--- src/rtl/demux4_reg_pkg.sv ---
// Shared definitions for the registered 1-to-4 output demultiplexer.
//   N_CH          : number of output channels
//   CH0..CH3      : SEL encodings for each channel
//   chan_state_e  : per-channel holding-register state
package demux4_reg_pkg;

  localparam int N_CH = 4;

  localparam logic [1:0] CH0 = 2'd0;
  localparam logic [1:0] CH1 = 2'd1;
  localparam logic [1:0] CH2 = 2'd2;
  localparam logic [1:0] CH3 = 2'd3;

  typedef enum logic {
    ST_EMPTY = 1'b0,
    ST_FULL  = 1'b1
  } chan_state_e;

endpackage

--- src/rtl/demux4_reg_chan.sv ---
// One demux channel: holding register, valid flag and sticky overrun flag.
//   CLK      in   system clock
//   RST      in   synchronous active-high reset
//   wr       in   write strobe already qualified by the channel select
//   IN       in   data word to load
//   ack      in   consumer acknowledge
//   ovr_clr  in   clear the overrun flag
//   data     out  holding register
//   valid    out  holding register contains an unconsumed word
//   ovr      out  sticky: a write to this channel was dropped
//
// state    | meaning
// ---------+--------------------------------------------
// ST_EMPTY | no unconsumed word; any write is accepted
// ST_FULL  | word held; write accepted only with ack
module demux_chan_reg
  import demux4_reg_pkg::*;
#(
  parameter int DATA_WIDTH = 8
) (
  input  logic                  CLK,
  input  logic                  RST,
  input  logic                  wr,
  input  logic [DATA_WIDTH-1:0] IN,
  input  logic                  ack,
  input  logic                  ovr_clr,
  output logic [DATA_WIDTH-1:0] data,
  output logic                  valid,
  output logic                  ovr
);

  chan_state_e           r_state;
  logic [DATA_WIDTH-1:0] r_data;
  logic                  r_ovr;
  logic                  w_drop;

  // A write only drops when the held word is not consumed in the same cycle.
  assign w_drop = wr & (r_state == ST_FULL) & ~ack;

  always_ff @(posedge CLK) begin
    if (RST) begin
      r_state <= ST_EMPTY;
      r_data  <= '0;
      r_ovr   <= 1'b0;
    end else begin
      case (r_state)
        ST_EMPTY: begin
          if (wr) begin
            r_data  <= IN;
            r_state <= ST_FULL;
          end
        end
        ST_FULL: begin
          if (wr && ack) begin
            r_data <= IN;
          end else if (!wr && ack) begin
            r_state <= ST_EMPTY;
          end
        end
        default: r_state <= ST_EMPTY;
      endcase

      // Set wins over clear so a drop coincident with a clear is not lost.
      if (w_drop) begin
        r_ovr <= 1'b1;
      end else if (ovr_clr) begin
        r_ovr <= 1'b0;
      end
    end
  end

  assign data  = r_data;
  assign valid = (r_state == ST_FULL);
  assign ovr   = r_ovr;

endmodule

--- src/rtl/demux4_reg.sv ---
// Registered 1-to-4 output demultiplexer with per-channel valid/ack
// handshake and sticky overrun flags.
//   CLK        in   system clock
//   RST        in   synchronous active-high reset
//   IN         in   data word to store
//   SEL        in   destination channel
//   WE         in   write strobe
//   ACK        in   per-channel consumer acknowledge
//   OVR_CLR    in   clear all overrun flags
//   WREADY     out  selected channel can accept a write (combinational)
//   OUT0..OUT3 out  channel holding registers
//   VALID      out  per-channel unconsumed-word flags
//   OVR        out  per-channel sticky overrun flags
module demux4_reg
  import demux4_reg_pkg::*;
#(
  parameter int DATA_WIDTH = 8
) (
  input  logic                  CLK,
  input  logic                  RST,
  input  logic [DATA_WIDTH-1:0] IN,
  input  logic [1:0]            SEL,
  input  logic                  WE,
  input  logic [N_CH-1:0]       ACK,
  input  logic                  OVR_CLR,
  output logic                  WREADY,
  output logic [DATA_WIDTH-1:0] OUT0,
  output logic [DATA_WIDTH-1:0] OUT1,
  output logic [DATA_WIDTH-1:0] OUT2,
  output logic [DATA_WIDTH-1:0] OUT3,
  output logic [N_CH-1:0]       VALID,
  output logic [N_CH-1:0]       OVR
);

  logic [N_CH-1:0]       w_wr;
  logic [DATA_WIDTH-1:0] w_data [N_CH];

  assign w_wr[0] = WE & (SEL == CH0);
  assign w_wr[1] = WE & (SEL == CH1);
  assign w_wr[2] = WE & (SEL == CH2);
  assign w_wr[3] = WE & (SEL == CH3);

  // Independent of WE so a producer can test readiness before committing.
  assign WREADY = ~VALID[SEL] | ACK[SEL];

  for (genvar gi = 0; gi < N_CH; gi++) begin : g_chan
    demux_chan_reg #(
      .DATA_WIDTH(DATA_WIDTH)
    ) u_chan (
      .CLK     (CLK),
      .RST     (RST),
      .wr      (w_wr[gi]),
      .IN      (IN),
      .ack     (ACK[gi]),
      .ovr_clr (OVR_CLR),
      .data    (w_data[gi]),
      .valid   (VALID[gi]),
      .ovr     (OVR[gi])
    );
  end

  assign OUT0 = w_data[0];
  assign OUT1 = w_data[1];
  assign OUT2 = w_data[2];
  assign OUT3 = w_data[3];

endmodule

--- config.mk ---
export PLATFORM = sky130hd
export DESIGN_NAME = demux4_reg
export DESIGN_NICKNAME = d
export VERILOG_FILES = /design/src/rtl/demux4_reg_pkg.sv /design/src/rtl/demux4_reg_chan.sv /design/src/rtl/demux4_reg.sv
export SDC_FILE = /design/constraint.sdc
export NUM_CORES = 1
export LEC_CHECK = 0
export BUFFER_PORTS_ARGS = -buffer_cell sky130_fd_sc_hd__buf_4
export CORE_MARGIN = 2
export CORE_UTILIZATION = 39
export DETAILED_ROUTE_END_ITERATION = 10
export GPL_TIMING_DRIVEN = 1
export HOLD_SLACK_MARGIN = 0.06
export SYNTH_ARGS = -nofsm -noshare
export SYNTH_HDL_FRONTEND = slang
export SYNTH_SLANG_ARGS = --single-unit
--- constraint.sdc ---
create_clock -name CLK -period 1.7 [get_ports CLK]
set_clock_uncertainty 0.1 [all_clocks]
set_input_delay 0.255 -clock CLK [delete_from_list [all_inputs] [get_ports CLK]]
set_output_delay 0.255 -clock CLK [all_outputs]
set_load 0.1 [all_outputs]
==> impl_results.md, run 1 <==
* Status: finished, violations left
* Violated checks: setup timing
* Ys async rst share at 0%
* Cells after DPL at roughly 280
* Ant diodes at 0
* Leakage at between 1 and 1.5 nW
* Placed instance area at approximately 2100 sq um
* Row cnt at 24
* Register share of total power at between 40% and 50%
* Number of global-route vias before repair at approximately 1400
* Tightest Pin Transition at 463 ps
* WL/cell at 14.0 um
* Count of unique library cells instantiated by Yosys at 23
* Met1 usage at a little under a quarter
* Nets at approximately 250
* Fmax achieved at roughly 0.57 GHz
* Simple-Gate Fraction of Synth Area at 21.6%
* Initial DRC count at 85
* Crit path largest cell delay at 510 ps
* Die Footprint at between 4000 and 5000 sq um
* Post-layout min period at about 1700 ps
* Avg Inst Size Synth at around 9.7 sq um
* Cell accounting for the most synthesized area: dfxtp_1
* Syn Nets at 195
* H-tree levels at 2
* Post-Synthesis Cell Area at between 1500 and 2000 sq um
* Setup Crit Path Kind: flip-flop to output pin
* GR Util met3 at 5.63%
* Worst-path clk slew at about 80 ps
* Clock power frac at 31.9%
* R2r setup slk at ~330 ps
* CORE AREA at 4290 sq um
* Commonest cells in the netlist: dfxtp_1 (40), nand2b_1 (31), mux2i_1 (16), o21ai_0 (16), a21oi_1 (12)
* Initial Util at 39.9%
* Final instance area at about 2300 sq um
* GR peak layer: met2
* Largest net degree at the start of global routing at 49
* Top-count cell post-synth: dfxtp_1
* Share of layout cells above drive strength 1 at between 30% and 40%
* Final hold slack at approximately 130 ps
* I/O Buffers at 58
* Register area share after synthesis at 46.7%
* Gate Count Post-Synth at roughly 180
* Pwr/cell area at between 900 and 1000 nW/um^2
* Antenna violations before repair at 0
* CP Max Fanout at 2
* Max-Cap Viols at 0
* Unrepaired setup endpoints after global routing: yes
* Worst Setup End Kind: output pin
* Final Hold Fails at 0
* CTS tree: yes
* Dpl ws at between 90 and 100 ps
* Final core utilization at 52.9%
* Synthesized flop and latch total at 40
* Clock Sinks at 40
* Largest family of logic cells by synthesized area: simple AND/OR/NAND/NOR gates
* Post-Synth XOR/XNOR Area at 0%
* Period utilisation layout at 103%
* Worst Path Buf+Inv at 1
* Clock Path Buffers at 2
* Top Family by Delay on Critical Path: multiplexers
* Clk_lat worst skew at between 200 and 300 ps
* Post-route ant nets at 0
* Overall Global Routing Usage at between 10% and 20%
* Crit-path slowest cell: mux4_2
* Clock root buffer: clkbuf_8
* Clock buffer count from CTS at 5
* Rel. slew slack at about 69%
* CP Data Required Time at roughly 1300 ps
* Post-DP HPWL at 2930 um
* DRC Markers at 0
* Internal power at around 1.4 mW
* Via count at 1378
* Syn. warnings at 0
* Total net switching power at between 0.6 and 0.7 mW
* First-pass DRT Iterations at 4
* Mux share of post-synthesis cell area at approximately 11%
* Max-slew violations at 0
* Synth Area in Compound Gates at between 10% and 20%
* P&R area growth vs syn at 32.6%
* Die Y at around 70 um
* First-pass GRT wire length at approximately 6700 um
* Top cells by area, synth: dfxtp_1 (47%), nand2b_1 (11%), mux2i_1 (9.3%)
* Number of enable flip-flop cells after synthesis at 0
* Final setup vio count at 1
* Die extent in x at approximately 70 um
* Sw Ratio at approximately a third
* TNS Setup at -44.4 ps
* Vias per cell at slightly below 5
* Top FF cell, synth: dfxtp_1
* Layout Cells excl Fill at ~290
* Yosys top cell area share at a little under half
* Worst path cell trace: nand2b_1 > mux4_2 > buf_12
* Tightest Hold Check Type: input port to flip-flop
* I/O Pins at between 50 and 60
* Maximum vdd drop at between 400 and 500 uV
* Crit start category: flip-flop
* Overall power at between 2 and 2.5 mW
* Final WS setup at -44.4 ps
* Routed WL at around 4000 um
* M2 GR Usage at a little over a quarter
* Combinational group share of total power at slightly above 20%
* Grt total ovfl at 0
* Worst EP arrival at around 1400 ps
* Synth Area in Adders at 0%
* Gpl congestion at slightly above 0.7
[sequential cells by signal, summed over array words and instances, names as in the netlist]
signal and cells:
g_chan.u_chan.data 32, g_chan.u_chan.ovr 4, g_chan.u_chan.valid 4
[power groups by stage]
| stage | registers (mW) | logic (mW) | clock network (mW) |
|---|---|---|---|
| final | 0.983 | 0.429 | 0.660 |
| after CTS | 0.983 | 0.430 | 0.685 |
| after floorplan | 1.19 | 0.136 | 0 |
| after global routing | 0.987 | 0.447 | 0.730 |
| after detailed placement | 1.00 | 0.422 | 0 |
| after global placement | 1.00 | 0.419 | 0 |
[worst paths after layout]
kind                             from                       end  depth (start not counted)
max reg2reg    g_chan[0].u_chan.valid  g_chan[0].u_chan.data[5]                          5
max            g_chan[3].u_chan.valid                    WREADY                          3
min                             IN[3]  g_chan[0].u_chan.data[3]                          3
min reg2reg  g_chan[2].u_chan.data[3]  g_chan[2].u_chan.data[3]                          2
[cell usage in the layout (no fill, tap or decap)]
cell	count
dfxtp_1	37
a22oi_1	1
a2bb2oi_1	2
o2bb2ai_1	1
inv_1	1
clkinvlp_4	2
nor2b_1	11
mux4_2	1
nor2_1	3
nor3b_2	1
and2b_1	2
or3b_1	1
dfxtp_2	3
o21ai_0	16
o21ai_1	7
buf_12	1
a21oi_1	12
mux2i_1	16
nand3_1	9
clkbuf_8	6
buf_4	67
nand2b_1	30
nand2b_4	1
o21ai_2	1
nand3b_1	2
[kinds of logic (layout without fill, tap and decap cells)]
kind of cell / count (synthesis) / after routing
buf+inv: 20 / 77
compound gates: 40 / 40
flops: 40 / 40
mux: 17 / 17
simple gates: 60 / 60
[routing by layer]
metal | routed length (um) | up-vias
met5 | 0 | -
met4 | 36 | 0
met3 | 217 | 4
met2 | 1860 | 39
met1 | 1900 | 631
li1 | - | 704
[cell type report]
type	instances	area, sq um
timing repair buffer	68	523
tap	52	65.1
fill	401	2020
multi-input combinational	117	778
clock inverter	2	15.0
inverter	1	3.75
sequential	40	805
clock buffer	6	82.6
[repair_timing]
action	CTS	global route
endpoints found under the setup margin	1	1
hold buffers	0	0
buffers inserted	3	0
gates resized for setup	7	0
[worst register-to-register path, cell delays in order, from the launching register on]
cell	delay [ps]
dfxtp_2	360
buf_4	120
nor2b_1	290
buf_4	210
o21ai_1	70
a21oi_1	150
(Power assumes the default switching activity.)
==> run 2: changes to the inputs <==
- ABC_AREA: default -> 1
==> run 2 against run 1 <==
The flow now finishes without violations. Non-clock buffer count is 5 lower. Sequential share of layout area is 0.78 points lower. Design area is 1.8% higher. Cell count grew 28%. Hold slack worse by 39 ps. Combinational power increased by 39%. Core utilization is 0.53 points lower. Clock-buffer cell count up 2. Total power grew 8.4%. Largest cell class unchanged. Largest power group unchanged.
==> impl_results.md, run 2 <==
* Count of unique library cells instantiated by Yosys at 18 (-22%)
* I/O Buffers at 58 (unchanged)
* Initial Util at 41.1% (+1.2 points)
* Largest net degree at the start of global routing at 24 (-51%)
* Gate Count Post-Synth at 261 (+47%)
* Setup Crit Path Kind: flip-flop to output pin
* Row cnt at 24 (unchanged)
* Post-DP HPWL at 3000 um (+2.4%)
* Number of flip-flops in the largest register at 32 (unchanged)
* Cell accounting for the most synthesized area: dfxtp_1
* Fmax achieved at 0.660 GHz (+15%)
* First-pass GRT wire length at 6600 um (-0.93%)
* Register area share after synthesis at 44.1% (-2.6 points)
* Grt total ovfl at 0 (unchanged)
* Via count at 1644 (+19%)
* Routed WL at 4030 um (+0.42%)
* Top-count cell post-synth: nor2_1
* Period utilisation layout at 89.1% (-13 points)
* Clock root buffer: clkbuf_8
* Status: completed
* Post-cts sizing count at 0 (-7)
* I/O Pins at 59 (unchanged)
* Crit path largest cell delay at 340 ps (-170 ps)
* Worst-path clk slew at 70 ps (about the same)
* Fill cell count at 477 (+19%)
* Post-layout min period at 1520 ps (-229 ps)
* Tightest Pin Transition at 353 ps (-110 ps)
* Clock buffer count from CTS at 5 (unchanged)
* Clock Path Buffers at 2 (unchanged)
* Gpl congestion at 0.826 (+14%)
* Antenna violations before repair at 0 (unchanged)
* Hold_sp: RST
* Initial DRC count at 84 (-1.2%)
* TNS Setup at 0 ps (+44.4 ps)
* Leakage at 1.17 nW (+16%)
* Final setup vio count at 0 (-1)
* Max-slew violations at 0 (unchanged)
* Final Hold Fails at 0 (unchanged)
* Most frequent cells in the layout: nor2_1 (70), nand2_1 (64), buf_4 (63)
* CP Data Required Time at 1340 ps (about the same)
* CTS tree: yes
* Die Footprint at 5210 sq um (+5.5%)
* Syn Nets at 279 (+43%)
* Worst Setup End Kind: output pin
* Commonest cells in the netlist: nor2_1 (70), nand2_1 (64), dfxtp_1 (40)
* Postcts setup bufs at 0 (-3)
* Die Y at 72.2 um (+2.7%)
* Worst reg2reg path startpoint: g_chan[2].u_chan.valid
* Share of layout cells above drive strength 1 at 25.8% (-9.7 points)
* Overall Global Routing Usage at 16.2% (-0.97 points)
* Synthesized flop and latch total at 40 (unchanged)
* Post-Synthesis Cell Area at 1810 sq um (+5.8%)
* Number of global-route vias before repair at 1474 (+8.1%)
* DRC Markers at 0 (unchanged)
* Overall power at 2.25 mW (+8.4%)
* Critical path startpoint: g_chan[3].u_chan.valid
* First-pass DRT Iterations at 4 (unchanged)
* Crit start category: flip-flop
* Die extent in x at 72.2 um (+2.7%)
* Multi-input gate area at 774 sq um (-0.48%)
* Top cells by area, synth: dfxtp_1 (44%), nor2_1 (14%), nand2_1 (13%)
* Post-route ant nets at 0 (unchanged)
* Ys async rst share at 0% (unchanged)
* Clock Sinks at 40 (unchanged)
* Nets at 331 (+32%)
* P&R area growth vs syn at 27.4%
* Maximum vdd drop at 375 uV (-13%)
* Ant diodes at 0 (unchanged)
* Sequential standard cell area at 801 sq um (-0.47%)
* Hold Buf Count CTS at 0 (unchanged)
* Commonest non-fill, non-tap cell in the layout: nor2_1
* Crit-path slowest cell: dfxtp_1
* Top FF cell, synth: dfxtp_1
* H-tree levels at 2 (unchanged)
* Max-Cap Viols at 0 (unchanged)
* CORE AREA at 4410 sq um (+2.8%)
* Worst EP arrival at 1160 ps (-230 ps)
* Yosys top cell area share at 44.1% (-2.6 points)
* Pwr/cell area at 971 nW/um^2 (+6.5%)
* Tightest Hold Check Type: input port to flip-flop
* WL/cell at 11.0 um (-22%)
* Syn. warnings at 0 (unchanged)
* Unrepaired setup endpoints after global routing: no
* Number of enable flip-flop cells after synthesis at 0 (unchanged)
* Clk_lat worst skew at 290 ps (about the same)
* Avg Inst Size Synth at 6.95 sq um (-28%)
* Vias per cell at 4.49 (-6.8%)
* Rel. slew slack at 76.4% (+7.3 points)
* Worst path cell trace: nand3_1 > nand4_1 > nand2_1 > buf_4
* CP Max Fanout at 4 (+2)
==> run 2: power breakdown <==
group          switching [mW]  internal, mW  leakage (nW)
logic                   0.461         0.136         0.802
clock network           0.315         0.331        0.0455
registers              0.0232         0.980         0.327
==> run 2: worst paths after layout <==
| path | endpoint | slack (ps) | depth (start not counted) |
|---|---|---|---|
| worst max-delay path | WREADY | 180 | 4 |
| worst min-delay path | g_chan[1].u_chan.ovr | 90 | 2 |
| worst max register to register | g_chan[2].u_chan.data[5] | 440 | 5 |
| worst min register to register | g_chan[2].u_chan.ovr | 370 | 2 |
==> run 2: cell type report <==
cell class,count,share of cell area [%]
Clock buffer,8,3.90
Tap cell,52,2.81
Timing Repair Buffer,63,20.5
Multi-Input combinational cell,174,33.5
Sequential cell,40,34.6
Inverter,29,4.71
==> run 2: worst max-delay path, delay by kind of cell (launching register included) <==
| family | cells | cell delay, ps |
|---|---|---|
| buf+inv | 1 | 280 |
| flops | 1 | 340 |
| simple gates | 3 | 240 |
==> run 2: layer usage <==
metal / vias up / wire, um / track usage, %
li1: 893 / - / -
met1: 703 / 1950 / 21.8
met2: 41 / 1730 / 23.8
met3: 7 / 270 / 4.58
met4: 0 / 81 / 8.39
met5: - / 0 / 0
==> run 2: cells by family (layout without fill, tap and decap cells) <==
| family | count (synthesis) | in the layout | share of synthesized area [%] |
|---|---|---|---|
| buffers and inverters | 47 | 100 | 13.2 |
| and+or+nand+nor | 166 | 166 | 40.3 |
| AOI/OAI and AO/OA | 8 | 8 | 2.41 |
| DFF | 40 | 40 | 44.1 |
==> run 2: metrics by stage <==
step / hold slack [ps] / setup WS (ps) / cells / utilization (%) / cell area [sq um]
after global routing: 95.7 / 95.1 / 366 / 52.4 / 2310
after floorplan: 290 / 53.8 / 261 / - / 1810
after detailed placement: 360 / 219 / 358 / 50.3 / 2220
after CTS: 83.6 / 171 / 366 / 52.4 / 2310
final: 92.5 / 185 / 366 / 52.4 / 2310
after global placement: 354 / 247 / 358 / 50.3 / 2220
